## src/rtl/rf_write_arbiter_pkg.sv

```systemverilog
// rf_arb_pkg: shared types and helpers for the register-file write-port arbiter.
package rf_arb_pkg;
    localparam int REG_COUNT = 32;
    typedef enum logic {IDLE, LOCKED} arb_state_t;
    typedef logic [$clog2(REG_COUNT)-1:0] reg_addr_t;
    function automatic int wrap_inc(input int i, input int n);
        return (i + 1) % n;
    endfunction
endpackage

```

## src/rtl/rf_write_arbiter_if.sv

```systemverilog
// rf_write_arbiter_if: writeback requester bundle and arbitrated register-file write port.
interface rf_write_arbiter_if #(parameter int N = 32, parameter int NREQ = 3);
    import rf_arb_pkg::*;
    logic [NREQ-1:0]         req;
    logic [NREQ-1:0]         lock;
    logic [5*NREQ-1:0]       waddr;
    logic [N*NREQ-1:0]       wdata;
    logic [NREQ-1:0]         gnt;
    logic                    rf_we;
    reg_addr_t               rf_rw;
    logic [N-1:0]            rf_wd;
    logic [$clog2(NREQ)-1:0] owner;
    logic                    locked;
    modport master(output req, lock, waddr, wdata, input gnt, rf_we, rf_rw, rf_wd, owner, locked);
    modport slave(input req, lock, waddr, wdata, output gnt, rf_we, rf_rw, rf_wd, owner, locked);
endinterface

```

## src/rtl/rf_write_arbiter_rr_picker.sv

```systemverilog
// rr_picker: one-hot select of the first request at or after ptr, wrapping upward.
// RFARB_FIXED_PRIO_EN turns it into a lowest-index-wins priority picker and ignores ptr.
module rr_picker #(parameter int NREQ = 3) (
    input  logic [NREQ-1:0]         req,
    input  logic [$clog2(NREQ)-1:0] ptr,
    output logic [NREQ-1:0]         gnt
);
    // Scan from the farthest candidate down so the nearest one is written last and wins.
    always_comb begin
        gnt = '0;
`ifdef RFARB_FIXED_PRIO_EN
        for (int i = NREQ - 1; i >= 0; i--)
            if (req[i]) gnt = NREQ'(1) << i;
`else
        for (int k = NREQ - 1; k >= 0; k--)
            if (req[(int'(ptr) + k) % NREQ]) gnt = NREQ'(1) << ((int'(ptr) + k) % NREQ);
`endif
    end
endmodule

```

## src/rtl/rf_write_arbiter.sv

```systemverilog
// rf_write_arbiter: round-robin share of the register-file write port with locked bursts.
// RFARB_FIXED_PRIO_EN selects fixed lowest-index priority instead of round-robin.
module rf_write_arbiter import rf_arb_pkg::*; #(
    parameter int N        = 32,
    parameter int NREQ     = 3,
    parameter int MAX_LOCK = 8
) (
    input logic              clk,
    input logic              reset,
    rf_write_arbiter_if.slave bus
);
    localparam int PW = $clog2(NREQ);
    localparam int CW = $clog2(MAX_LOCK + 1);
    arb_state_t state, state_n;
    logic [PW-1:0] ptr, ptr_n, own, own_n, idx, widx;
    logic [CW-1:0] cnt, cnt_n;
    logic [NREQ-1:0] pick, gnt;
    rr_picker #(.NREQ(NREQ)) u_pick (.req(bus.req), .ptr(ptr), .gnt(pick));
    always_comb begin
        idx = '0;
        for (int i = 0; i < NREQ; i++)
            if (pick[i]) idx = PW'(i);
    end
    always_comb begin
        gnt = '0;
        if (!reset) gnt = (state == IDLE) ? pick : (NREQ'(bus.req[own]) << own);
    end
    assign widx = (state == IDLE) ? idx : own;
    always_comb begin
        state_n = state;
        ptr_n   = ptr;
        own_n   = own;
        cnt_n   = cnt;
        if (state == IDLE) begin
            if (|pick) begin
                ptr_n = PW'(wrap_inc(int'(idx), NREQ));
                if (bus.lock[idx] && MAX_LOCK > 1) begin
                    state_n = LOCKED;
                    own_n   = idx;
                    cnt_n   = CW'(1);
                end
            end
        end else if (bus.req[own]) begin
            cnt_n = cnt + CW'(1);
            // The grant that brings the count to MAX_LOCK is the last one of the burst.
            if (!bus.lock[own] || cnt == CW'(MAX_LOCK - 1)) begin
                state_n = IDLE;
                ptr_n   = PW'(wrap_inc(int'(own), NREQ));
                cnt_n   = '0;
            end
        end else if (!bus.lock[own]) begin
            state_n = IDLE;
            ptr_n   = PW'(wrap_inc(int'(own), NREQ));
            cnt_n   = '0;
        end
    end
`ifdef RFARB_FIXED_PRIO_EN
    assign ptr = '0;
`else
    always_ff @(posedge clk)
        ptr <= reset ? '0 : ptr_n;
`endif
    always_ff @(posedge clk) begin
        if (reset) begin
            state     <= IDLE;
            own       <= '0;
            cnt       <= '0;
            bus.rf_we <= 1'b0;
            bus.rf_rw <= '0;
            bus.rf_wd <= '0;
        end else begin
            state     <= state_n;
            own       <= own_n;
            cnt       <= cnt_n;
            bus.rf_we <= |gnt;
            if (|gnt) begin
                bus.rf_rw <= bus.waddr[widx*5 +: 5];
                bus.rf_wd <= bus.wdata[widx*N +: N];
            end
        end
    end
    assign bus.gnt    = gnt;
    assign bus.owner  = own;
    assign bus.locked = (state == LOCKED);
endmodule

```

## src/flat_wrapper.sv

```systemverilog
// flat-port wrapper written by rule: the top's interface ports become plain ports
module rf_write_arbiter_flat import rf_arb_pkg::*;
#(
    parameter int N        = 32,
    parameter int NREQ     = 3,
    parameter int MAX_LOCK = 8
)
  (clk, reset, bus_req, bus_lock, bus_waddr, bus_wdata, bus_gnt, bus_rf_we, bus_rf_rw, bus_rf_wd, bus_owner, bus_locked);
  rf_write_arbiter_if #(.N(N), .NREQ(NREQ)) bus_i ();
  input logic clk;
  input logic reset;
  input wire logic [$bits(bus_i.req)-1:0] bus_req;
  input wire logic [$bits(bus_i.lock)-1:0] bus_lock;
  input wire logic [$bits(bus_i.waddr)-1:0] bus_waddr;
  input wire logic [$bits(bus_i.wdata)-1:0] bus_wdata;
  output wire logic [$bits(bus_i.gnt)-1:0] bus_gnt;
  output wire logic [$bits(bus_i.rf_we)-1:0] bus_rf_we;
  output wire logic [$bits(bus_i.rf_rw)-1:0] bus_rf_rw;
  output wire logic [$bits(bus_i.rf_wd)-1:0] bus_rf_wd;
  output wire logic [$bits(bus_i.owner)-1:0] bus_owner;
  output wire logic [$bits(bus_i.locked)-1:0] bus_locked;
  assign bus_i.req = bus_req;
  assign bus_i.lock = bus_lock;
  assign bus_i.waddr = bus_waddr;
  assign bus_i.wdata = bus_wdata;
  assign bus_gnt = bus_i.gnt;
  assign bus_rf_we = bus_i.rf_we;
  assign bus_rf_rw = bus_i.rf_rw;
  assign bus_rf_wd = bus_i.rf_wd;
  assign bus_owner = bus_i.owner;
  assign bus_locked = bus_i.locked;
  rf_write_arbiter #(.N(N), .NREQ(NREQ), .MAX_LOCK(MAX_LOCK)) u_core (.clk(clk), .reset(reset), .bus(bus_i));
endmodule
```

## config.mk

```make
export PLATFORM = sky130hd
export DESIGN_NAME = rf_write_arbiter_flat
export DESIGN_NICKNAME = d
export VERILOG_FILES = /design/src/rtl/rf_write_arbiter_pkg.sv /design/src/rtl/rf_write_arbiter_if.sv /design/src/rtl/rf_write_arbiter_rr_picker.sv /design/src/rtl/rf_write_arbiter.sv /design/src/flat_wrapper.sv
export SDC_FILE = /design/constraint.sdc
export NUM_CORES = 1
export LEC_CHECK = 0
export ABC_AREA = 1
export BUFFER_PORTS_ARGS = -buffer_cell sky130_fd_sc_hd__buf_4
export CAP_MARGIN = 10
export CORE_UTILIZATION = 40
export CTS_CLUSTER_DIAMETER = 120
export DETAILED_ROUTE_END_ITERATION = 16
export MAX_ROUTING_LAYER = met4
export PLACE_DENSITY = 0.73
export SLEW_MARGIN = 20
export SYNTH_ARGS = -nofsm -noshare
export SYNTH_HDL_FRONTEND = slang
export SYNTH_SLANG_ARGS = --single-unit
export TNS_END_PERCENT = 5
```

## constraint.sdc

```tcl
create_clock -name clk -period 2.4 [get_ports clk]
set_clock_uncertainty 0.2 [all_clocks]
set_input_delay 0.12 -clock clk [delete_from_list [all_inputs] [get_ports clk]]
set_output_delay 0.12 -clock clk [all_outputs]
set_load 0.005 [all_outputs]
```

==> metrics.cfg, run 1 <==
[cells_and_area]
n_antenna_cell = 0
final_cell_mix = buf_4, nand2_1, nor2_1, dlygate4sd3_1, nand3_1
seq_area_sq_um = 946
layout.nets = 874
area_growth_syn_to_layout_pct = 71.5
fillers = 635
drive_gt1_share_pct = 41.6
multiInputGateArea_sq_mm = 0.00234
final_common_cell = buf_4
design_area_sq_mm = 0.00592

[drt]
drc = 0
vias_per_cell = 5.22
routed_wirelength_mm = 13.5
vias = 4463
wl_per_cell_microns = 15.8
ant_nets = 0
firstDrtPassIters = 5
drt_first_iter_violations = 194

[place]
port_buffers = 162
place.gp.congestion = 0.910
placed_area_sq_mm = 0.00474
dp_slack_ps = -29.1
hpwl_mm = 7.81

[sta]
post-route-period-util_pct = 101
worstMarginPinSlew_ps = 525
slew-limit-headroom_pct = 64.9
hold_viol = 0
fin_tns_setup_ps = -30.0
fmax_mhz = 413
rsz0062_at_grt = true
setup_viol = 3
slew_violations = 0
finalWorstSetupSlack_ps = -19.2
period_minus_slack_ps = 2420

[grt]
gr-usage-all-layers_pct = 26.4
antenna_found_initial = 0
grt_pass1_vias = 4022
overflow = 0
grt_pass1_wl_mm = 18.1
grt_max_degree = 29

[outcome]
violations = negative setup slack
status = complete, but fails checks

[power]
peakVddDrop_mv = 0.685
power_frac_seq_pct = 15.3
p_comb_share_pct = 78.8
internal_power_mw = 4.53
total_power_mw = 8.53
clkPwrFrac_pct = 5.8
p_per_area_mw_per_mm2 = 1440
cellLeakagePower_nw = 2.84
swShare_pct = 46.9
power.switching_mw = 4.00

[floorplan]
die_w_microns = 94.9
io_pins = 163
std_cell_rows = 33
coreArea_sq_mm = 0.00830
die-area_sq_mm = 0.00901
die_h_microns = 94.9
start_util_pct = 41.6

[critical_path]
crit_type = flip-flop to flip-flop
critPathLaunchType = flip-flop
crit_arrival_ps = 2410
cp_max_fo = 7
cp_cell_sequence = inv_4 -> ha_4 -> inv_4 -> nand2_2 -> nand2_1 -> nand2_2 -> nand2_2 -> nand2_2 -> nand2_4 -> nand2_4 -> nand2_1 -> nand3_2 -> nand3_4 -> buf_12 -> clkbuf_16 -> o21ai_1 -> nor2_1
cpMaxStageDelayCell = dfxtp_4
required_ps = 2390
path_common_cell = nand2_2
critPathMaxStageDelay_ps = 380
endpoint_kind = flip-flop

[synthesis]
synth_cells = 523
async_flop_share_pct = 0
synth.avg_cell_area_sq_um = 6.61
synth_ff_type = dfxtp_1
synth_edf_count = 0
synth_nets = 648
ys_ff_latch = 47
synth.distinct_cells = 35
yosys_warnings = 0
synthesis.area_sq_mm = 0.00345
ys_seq_area_share_pct = 27.2

[cts]
clk-insertion-delay-late_ps = 290
cts_made_buffers = 5
clockBufferDepth = 2
h-tree-depth = 2
clkTransAtPathRegs_ps = 90
cts_tree = built
cts.sinks = 47
root_buffer = clkbuf_8

[hold_path]
min_path_type = input pin to flip-flop

[flow_run]
cap_violations = 0

## cell families (layout without fill, tap and decap cells)
group           Yosys count  in the layout  synth area share, %
fa+ha+maj                 6              6                 2.17
simple gates            310            310                 40.6
buf+inv                  61            288                 10.3
xor+xnor                  1              1                0.254
flops                    47             47                 27.2
compound gates           98             98                 19.4
## critical path: cells and delay by family, from the launching register on
family	cells	cell delay, ps
DFF	1	380
adders and majority gates	1	310
AOI/OAI and AO/OA	1	140
buffers and inverters	4	430
and+or+nand+nor	11	850
## per-layer routing
metal  global-route usage (%)  vias up  wire (microns)
met5                        -        -               0
met4                     7.95        0             393
met3                     5.07       37             948
met2                     48.1      223            7050
met1                     28.7     2046            5120
li1                         -     2157               -
## stage by stage
| stage | std cells | utilization [%] | hold slack, ps |
|---|---|---|---|
| after floorplan | 523 | - | -10.9 |
| after global placement | 774 | 57.1 | 116 |
| after detailed placement | 774 | 57.1 | 119 |
| after CTS | 836 | 65.2 | 0.193 |
| after global routing | 855 | 71.4 | 9.75 |
| final | 855 | 71.4 | 8.08 |
## layout make-up
cell class / instances / area share [%]
clock buffers: 7 / 1.46
clock inverters: 1 / 0.148
inverters: 29 / 1.92
multi-input cells: 415 / 39.5
flip-flops and latches: 47 / 16.0
well taps: 105 / 2.22
repair buffers: 251 / 38.8
## power by group through the flow
stage               Sequential, mW  Clock (mW)  Combinational, mW
floorplan                     1.29           0               3.74
CTS                           1.27       0.513               5.19
detailed placement            1.28           0               4.96
global placement              1.27           0               4.87
global route                  1.34       0.538               7.28
finish                        1.31       0.498               6.73
## final timing paths
| check | startpoint | slack, ps | endpoint | depth (start not counted) |
|---|---|---|---|---|
| worst max-delay path | u_core.ptr[0]$_SDFFE_PP0P_ | -20 | u_core.bus.rf_wd[17]$_SDFFE_PP0P_ | 17 |
| worst min-delay path | bus_wdata[54] | 8 | u_core.bus.rf_wd[22]$_SDFFE_PP0P_ | 5 |
| worst max register to register | u_core.ptr[0]$_SDFFE_PP0P_ | -20 | u_core.bus.rf_wd[17]$_SDFFE_PP0P_ | 17 |
| worst min register to register | u_core.cnt[0]$_SDFFE_PP0P_ | 290 | u_core.cnt[0]$_SDFFE_PP0P_ | 2 |
## cells in the mapped netlist, types with 6 or more instances
cell type,instances,area share (%)
buf_2,9,1.3
a21boi_1,9,2.0
a21boi_0,7,1.5
a21oi_1,12,1.7
clkbuf_1,8,0.87
nand2_1,120,13
dfxtp_1,47,27
o21ai_0,24,3.5
a21boi_2,20,6.5
nor2_1,91,9.9
nand2_2,25,4.5
ha_1,6,2.2
inv_1,24,2.6
o21ai_1,23,3.3
buf_6,8,2.6
nand3_1,58,8.4
## timing repair
item / in CTS / in global routing
buffers inserted: 0 / 7
cloned: 1 / 12
pin swaps: 0 / 15
hold buffers: 53 / 0
endpoints found under the hold margin: 40 / 0
gates resized for setup: 7 / 75
endpoints found under the setup margin: 28 / 47
## sequential cells by signal (all words and copies together) (netlist names)
| signal | count |
|---|---|
| u_core.cnt | 4 |
| u_core.ptr | 2 |
| u_core.bus.owner | 2 |
| u_core.bus.rf_we | 1 |
| u_core.bus.rf_rw | 5 |
| u_core.bus.locked | 1 |
| u_core.bus.rf_wd | 32 |
Note: power is estimated with default switching activity, not from simulation.
==> run 2, diff against run 1 <==
- CELL_PAD_IN_SITES_DETAIL_PLACEMENT: not set -> 0
- CELL_PAD_IN_SITES_GLOBAL_PLACEMENT: not set -> 1
- CORE_UTILIZATION: 40 -> 28
- MAX_ROUTING_LAYER: met4 -> not set
- PLACE_DENSITY: 0.73 -> not set
- PLACE_DENSITY_LB_ADDON: not set -> 0.1
==> metrics.cfg, run 2 (same netlist as run 1, synthesis figures left out) <==
[grt]
gr-usage-all-layers_pct = 19.7
antenna_found_initial = 0
overflow = 0
grt_pass1_vias = 4106
grt_max_degree = 41
grt_pass1_wl_mm = 20.0

[power]
peakVddDrop_mv = 0.588
p_per_area_mw_per_mm2 = 1460
cellLeakagePower_nw = 2.99

[hold_path]
min_path_type = input pin to flip-flop
min-delay-start = bus_wdata[56]
min_to = u_core.bus.rf_wd[24]$_SDFFE_PP0P_
whs_path_depth = 5

[drt]
wl_per_cell_microns = 15.2
ant_nets = 0
vias_per_cell = 4.65
drc = 0
vias = 4275
routed_wirelength_mm = 14.0
firstDrtPassIters = 4
drt_first_iter_violations = 209

[critical_path]
endpoint_kind = output port
regToRegStartpoint = u_core.ptr[0]$_SDFFE_PP0P_
cpMaxStageDelayCell = dfxtp_2
critPathMaxStageDelay_ps = 350
critPathBufInv = 5
cp_max_fo = 6
critPathLaunchType = flip-flop
crit_type = flip-flop to output port
crit_arrival_ps = 2060
worst_path_dominant_cell_family = simple AND/OR/NAND/NOR gates
required_ps = 2080
path_common_cell = nand2_2
cp_cell_sequence = inv_2 -> ha_4 -> inv_4 -> nand2_4 -> nand2_2 -> nand2_2 -> nand3_2 -> nand3_2 -> nand3_1 -> o21ai_1 -> nand2_2 -> buf_4 -> inv_1 -> buf_4
rr_worst_depth = 12
rrSetupSlack_ps = 20
worstReg2RegEnd = u_core.bus.rf_wd[13]$_SDFFE_PP0P_

[sta]
slew_violations = 0
rsz0062_at_grt = true
slew-limit-headroom_pct = 60.6
fmax_mhz = 419
hold_viol = 1
finalHoldWorstSlack_ps = -1.42
setup_viol = 0
post-route-period-util_pct = 99.3
worstMarginPinSlew_ps = 591
period_minus_slack_ps = 2380

[flow_run]
cap_violations = 0

[cts]
clk-insertion-delay-late_ps = 300
cts_made_buffers = 5
clkTransAtPathRegs_ps = 60
root_buffer = clkbuf_16
h-tree-depth = 2
cts.sinks = 47
cts_tree = built
clockBufferDepth = 2

[place]
port_buffers = 162
placed_area_sq_mm = 0.00477
place.gp.congestion = 0.792
hpwl_mm = 8.47

[cells_and_area]
n_antenna_cell = 0
final_cell_mix = buf_4, nand2_1, nor2_1, dlygate4sd3_1, nand3_1
top_regs = u_core.bus.rf_wd: 32 flops, u_core.bus.rf_rw: 5 flops, u_core.cnt: 4 flops
drive_gt1_share_pct = 42.2
design_area_sq_mm = 0.00631
largest_reg_flops = 32
area_growth_syn_to_layout_pct = 82.6
final_common_cell = buf_4
largest-register = u_core.bus.rf_wd
layout.nets = 896

[floorplan]
die_h_microns = 113
io_pins = 163
coreArea_sq_mm = 0.0120
die_w_microns = 113
start_util_pct = 28.8
die-area_sq_mm = 0.0128
std_cell_rows = 40

[outcome]
status = complete, but fails checks
violations = negative hold slack

-- run 2: worst max path at each step --
stage,from,to,slack (ps),cells past startpoint
finish,u_core.ptr[0]$_SDFFE_PP0P_,bus_gnt[0],20,14
global route,u_core.ptr[0]$_SDFFE_PP0P_,u_core.bus.rf_wd[5]$_SDFFE_PP0P_,-110,15
CTS,u_core.ptr[1]$_SDFFE_PP0P_,u_core.bus.rf_wd[10]$_SDFFE_PP0P_,20,13
detailed placement,u_core.ptr[0]$_SDFFE_PP0P_,u_core.bus.rf_wd[10]$_SDFFE_PP0P_,-100,15
global placement,u_core.ptr[0]$_SDFFE_PP0P_,u_core.bus.rf_wd[1]$_SDFFE_PP0P_,-100,15
floorplan,u_core.ptr[1]$_SDFFE_PP0P_,u_core.ptr[0]$_SDFFE_PP0P_,80,13
-- run 2: timing repair --
| action | in CTS | in global routing |
|---|---|---|
| gates resized for setup | 9 | 83 |
| endpoints found under the hold margin | 40 | 0 |
| pin swaps | 2 | 26 |
| buffers inserted | 3 | 17 |
| gates cloned | 1 | 14 |
| hold buffers | 61 | 0 |
| setup endpoints to repair | 37 | 47 |
-- run 2: cell type report --
| cell class | count | area (sq um) |
|---|---|---|
| inverters | 29 | 114 |
| flip-flops and latches | 47 | 946 |
| multi-input cells | 417 | 2420 |
| well taps | 147 | 184 |
| fillers | 1230 | 5700 |
| clock buffers | 7 | 153 |
| repair buffers | 271 | 2490 |
| clock inverters | 1 | 7.51 |
-- run 2: routing by layer --
layer  vias up  track usage, %  part of all wire, %
met5         -               0                    0
met4         0            5.53                  1.4
met3        12            5.46                  5.6
met2       119            34.6                   50
met1      1952            23.5                   43
li1       2192               -                    -
-- run 2: through the flow --
stage	TNS (ps)	utilization, %	worst slack (ps)	power [mW]	instances
2_1_floorplan	0	-	76.7	5.03	523
3_3_place_gp	-2200	39.7	-105	6.21	815
3_5_place_dp	-2790	39.7	-103	6.23	815
4_1_cts	0	46.8	20.0	7.38	888
5_1_grt	-3100	52.5	-112	10.0	919
6_report	0	52.5	16.0	9.24	919
-- run 2: worst min-delay path, stage by stage --
cell      delay, ps
buf_4            80
nand2_2          50
a21boi_2        100
nor2_1           40
nor2_1           60
-- run 2: power by group --
group | total [mW] | internal (mW) | leakage (nW) | switching, mW
sequential | 1.30 | 1.10 | 0.391 | 0.205
combinational | 7.17 | 3.50 | 2.52 | 3.66
clock | 0.771 | 0.444 | 0.0761 | 0.327
==> run 3, diff against run 2 <==
- ABC_AREA: 1 -> not set
- CORE_UTILIZATION: 28 -> 29
==> metrics.cfg, run 3 <==
[synthesis]
synthesis.area_sq_mm = 0.00323
synth_ff_type = dfxtp_1
synth.avg_cell_area_sq_um = 7.89
synth_nets = 535
ys_ff_latch = 47
yosys_warnings = 0
synth.area.top_cells = dfxtp_1, nand2_1, a311oi_1
synth_top_area_share_pct = 29.1
synth.most_common_cell = nand2_1
ys_seq_area_share_pct = 29.1
yosysTopAreaCell = dfxtp_1
async_flop_share_pct = 0
synth_cells = 410
synth_edf_count = 0
synth_common_cells = nand2_1, dfxtp_1, nor2_1
synth.distinct_cells = 46

[cts]
cts.sinks = 47
h-tree-depth = 2
clk-insertion-delay-late_ps = 300
cts_made_buffers = 5
root_buffer = clkbuf_8
clkTransAtPathRegs_ps = 100
cts_tree = built
clockBufferDepth = 2

[power]
cellLeakagePower_nw = 2.63
total_power_mw = 6.52
p_per_area_mw_per_mm2 = 1140
peakVddDrop_mv = 0.569

[hold_path]
whs_path_depth = 4
min-delay-start = bus_wdata[46]
min_path_type = input pin to flip-flop
min_to = u_core.bus.rf_wd[14]$_SDFFE_PP0P_

[floorplan]
io_pins = 163
die_w_microns = 108
die_h_microns = 108
std_cell_rows = 38
die-area_sq_mm = 0.0116
start_util_pct = 29.8
coreArea_sq_mm = 0.0108

[critical_path]
cp_max_fo = 11
worstReg2RegEnd = u_core.bus.rf_wd[17]$_SDFFE_PP0P_
crit_start = u_core.ptr[0]$_SDFFE_PP0P_
endpoint_kind = flip-flop
required_ps = 2410
rrSetupSlack_ps = -330
rr_worst_depth = 12
critPathLaunchType = flip-flop
crit_arrival_ps = 2740
crit_type = flip-flop to flip-flop
regToRegStartpoint = u_core.ptr[0]$_SDFFE_PP0P_

[grt]
antenna_found_initial = 0
gr-usage-all-layers_pct = 19.7
overflow = 0
grt_pass1_wl_mm = 18.2
grt_max_degree = 55
grt_pass1_vias = 3801

[sta]
post-route-period-util_pct = 114
slew-limit-headroom_pct = 52.4
fin_tns_setup_ps = -10760
rsz0062_at_grt = true
fmax_mhz = 366
period_minus_slack_ps = 2730
hold_viol = 0
setup_viol = 50
finalWorstSetupSlack_ps = -330
worstMarginPinSlew_ps = 714
slew_violations = 0

[cells_and_area]
largest_reg_flops = 32
n_antenna_cell = 0
final_cell_mix = buf_4, nand2_1, dlygate4sd3_1, dfxtp_1, nor2_1
largest-register = u_core.bus.rf_wd
fillers = 1033
drive_gt1_share_pct = 44.7
layout.nets = 767
top_regs = u_core.bus.rf_wd: 32 flops, u_core.bus.rf_rw: 5 flops, u_core.cnt: 4 flops
area_growth_syn_to_layout_pct = 76.0
utilization_pct = 52.5
final_common_cell = buf_4

[place]
dp_slack_ps = -276
hpwl_mm = 7.82
port_buffers = 162
place.gp.congestion = 0.762

[drt]
drc = 0
firstDrtPassIters = 4
routed_wirelength_mm = 11.4
drt_first_iter_violations = 138
vias = 3787
vias_per_cell = 4.84
ant_nets = 0
wl_per_cell_microns = 14.6

[outcome]
status = complete, but fails checks
violations = negative setup slack

[flow_run]
cap_violations = 0

[run 3: metal layers]
metal	GRT usage, %	up-vias	part of all wire [%]
met5	0	-	0
met4	3.42	0	0.52
met3	5.33	4	6.1
met2	36.3	102	52
met1	22.7	1782	41
li1	-	1899	-
[run 3: area by class of cell]
class | instances | area (sq um) | area share (%)
clock buffer | 6 | 72.6 | 1.27
clock inverter | 1 | 30.0 | 0.527
inverter | 7 | 26.3 | 0.462
multi-input combinational | 322 | 2240 | 39.3
sequential | 47 | 943 | 16.6
tap | 140 | 175 | 3.08
timing repair buffer | 259 | 2210 | 38.8
[run 3: how the worst max path moves through the flow]
stage	endpoint	slack [ps]	depth (start not counted)
after global routing	u_core.bus.rf_wd[17]$_SDFFE_PP0P_	-460	11
after detailed placement	u_core.bus.rf_wd[27]$_SDFFE_PP0P_	-280	10
final	u_core.bus.rf_wd[17]$_SDFFE_PP0P_	-330	12
after CTS	u_core.bus.rf_rw[4]$_SDFFE_PP0P_	-250	11
after floorplan	u_core.bus.rf_rw[1]$_SDFFE_PP0P_	-140	11
after global placement	u_core.bus.rf_rw[4]$_SDFFE_PP0P_	-200	10
[run 3: where the power goes]
| group | internal, mW | switching, mW |
|---|---|---|
| Sequential | 1.09 | 0.182 |
| Clock | 0.306 | 0.284 |
| Combinational | 2.49 | 2.17 |
| Total | 3.89 | 2.63 |
[run 3: repair_timing]
item                                    CTS  global route
gates cloned                              2             0
buffers inserted                         10             3
gates resized for setup                  15            27
endpoints found under the setup margin   49            50
pin swaps                                10            14
hold buffers                             47             1
hold endpoints to repair                 37             1
[run 3: logic make-up (layout without fill, tap and decap cells)]
group           Yosys count  in the layout  share of synthesized area [%]
compound gates           78             78                           20.1
buf+inv                  41            273                           7.12
flops                    47             47                           29.1
fa+ha+maj                 6              6                           2.32
mux                      47             47                           16.8
simple gates            191            191                           24.6
[run 3: critical path, cell delays in order, from the launching register on]
cell and delay [ps]:
dfxtp_2 360, inv_2 50, ha_4 300, buf_6 120
nand3b_1 110, o211ai_1 140, nor2_2 160, o22ai_2 100
o21ai_4 200, buf_4 150, buf_12 130, mux2_1 350
a311oi_2 280
[run 3: metrics by stage]
stage | area (sq um) | hold slack [ps] | std cells
floorplan | 3280 | 79.0 | 410
global placement | 4840 | 200 | 714
detailed placement | 4840 | 204 | 714
CTS | 5580 | 1.58 | 780
global route | 5690 | 3.00 | 782
finish | 5690 | 1.70 | 782
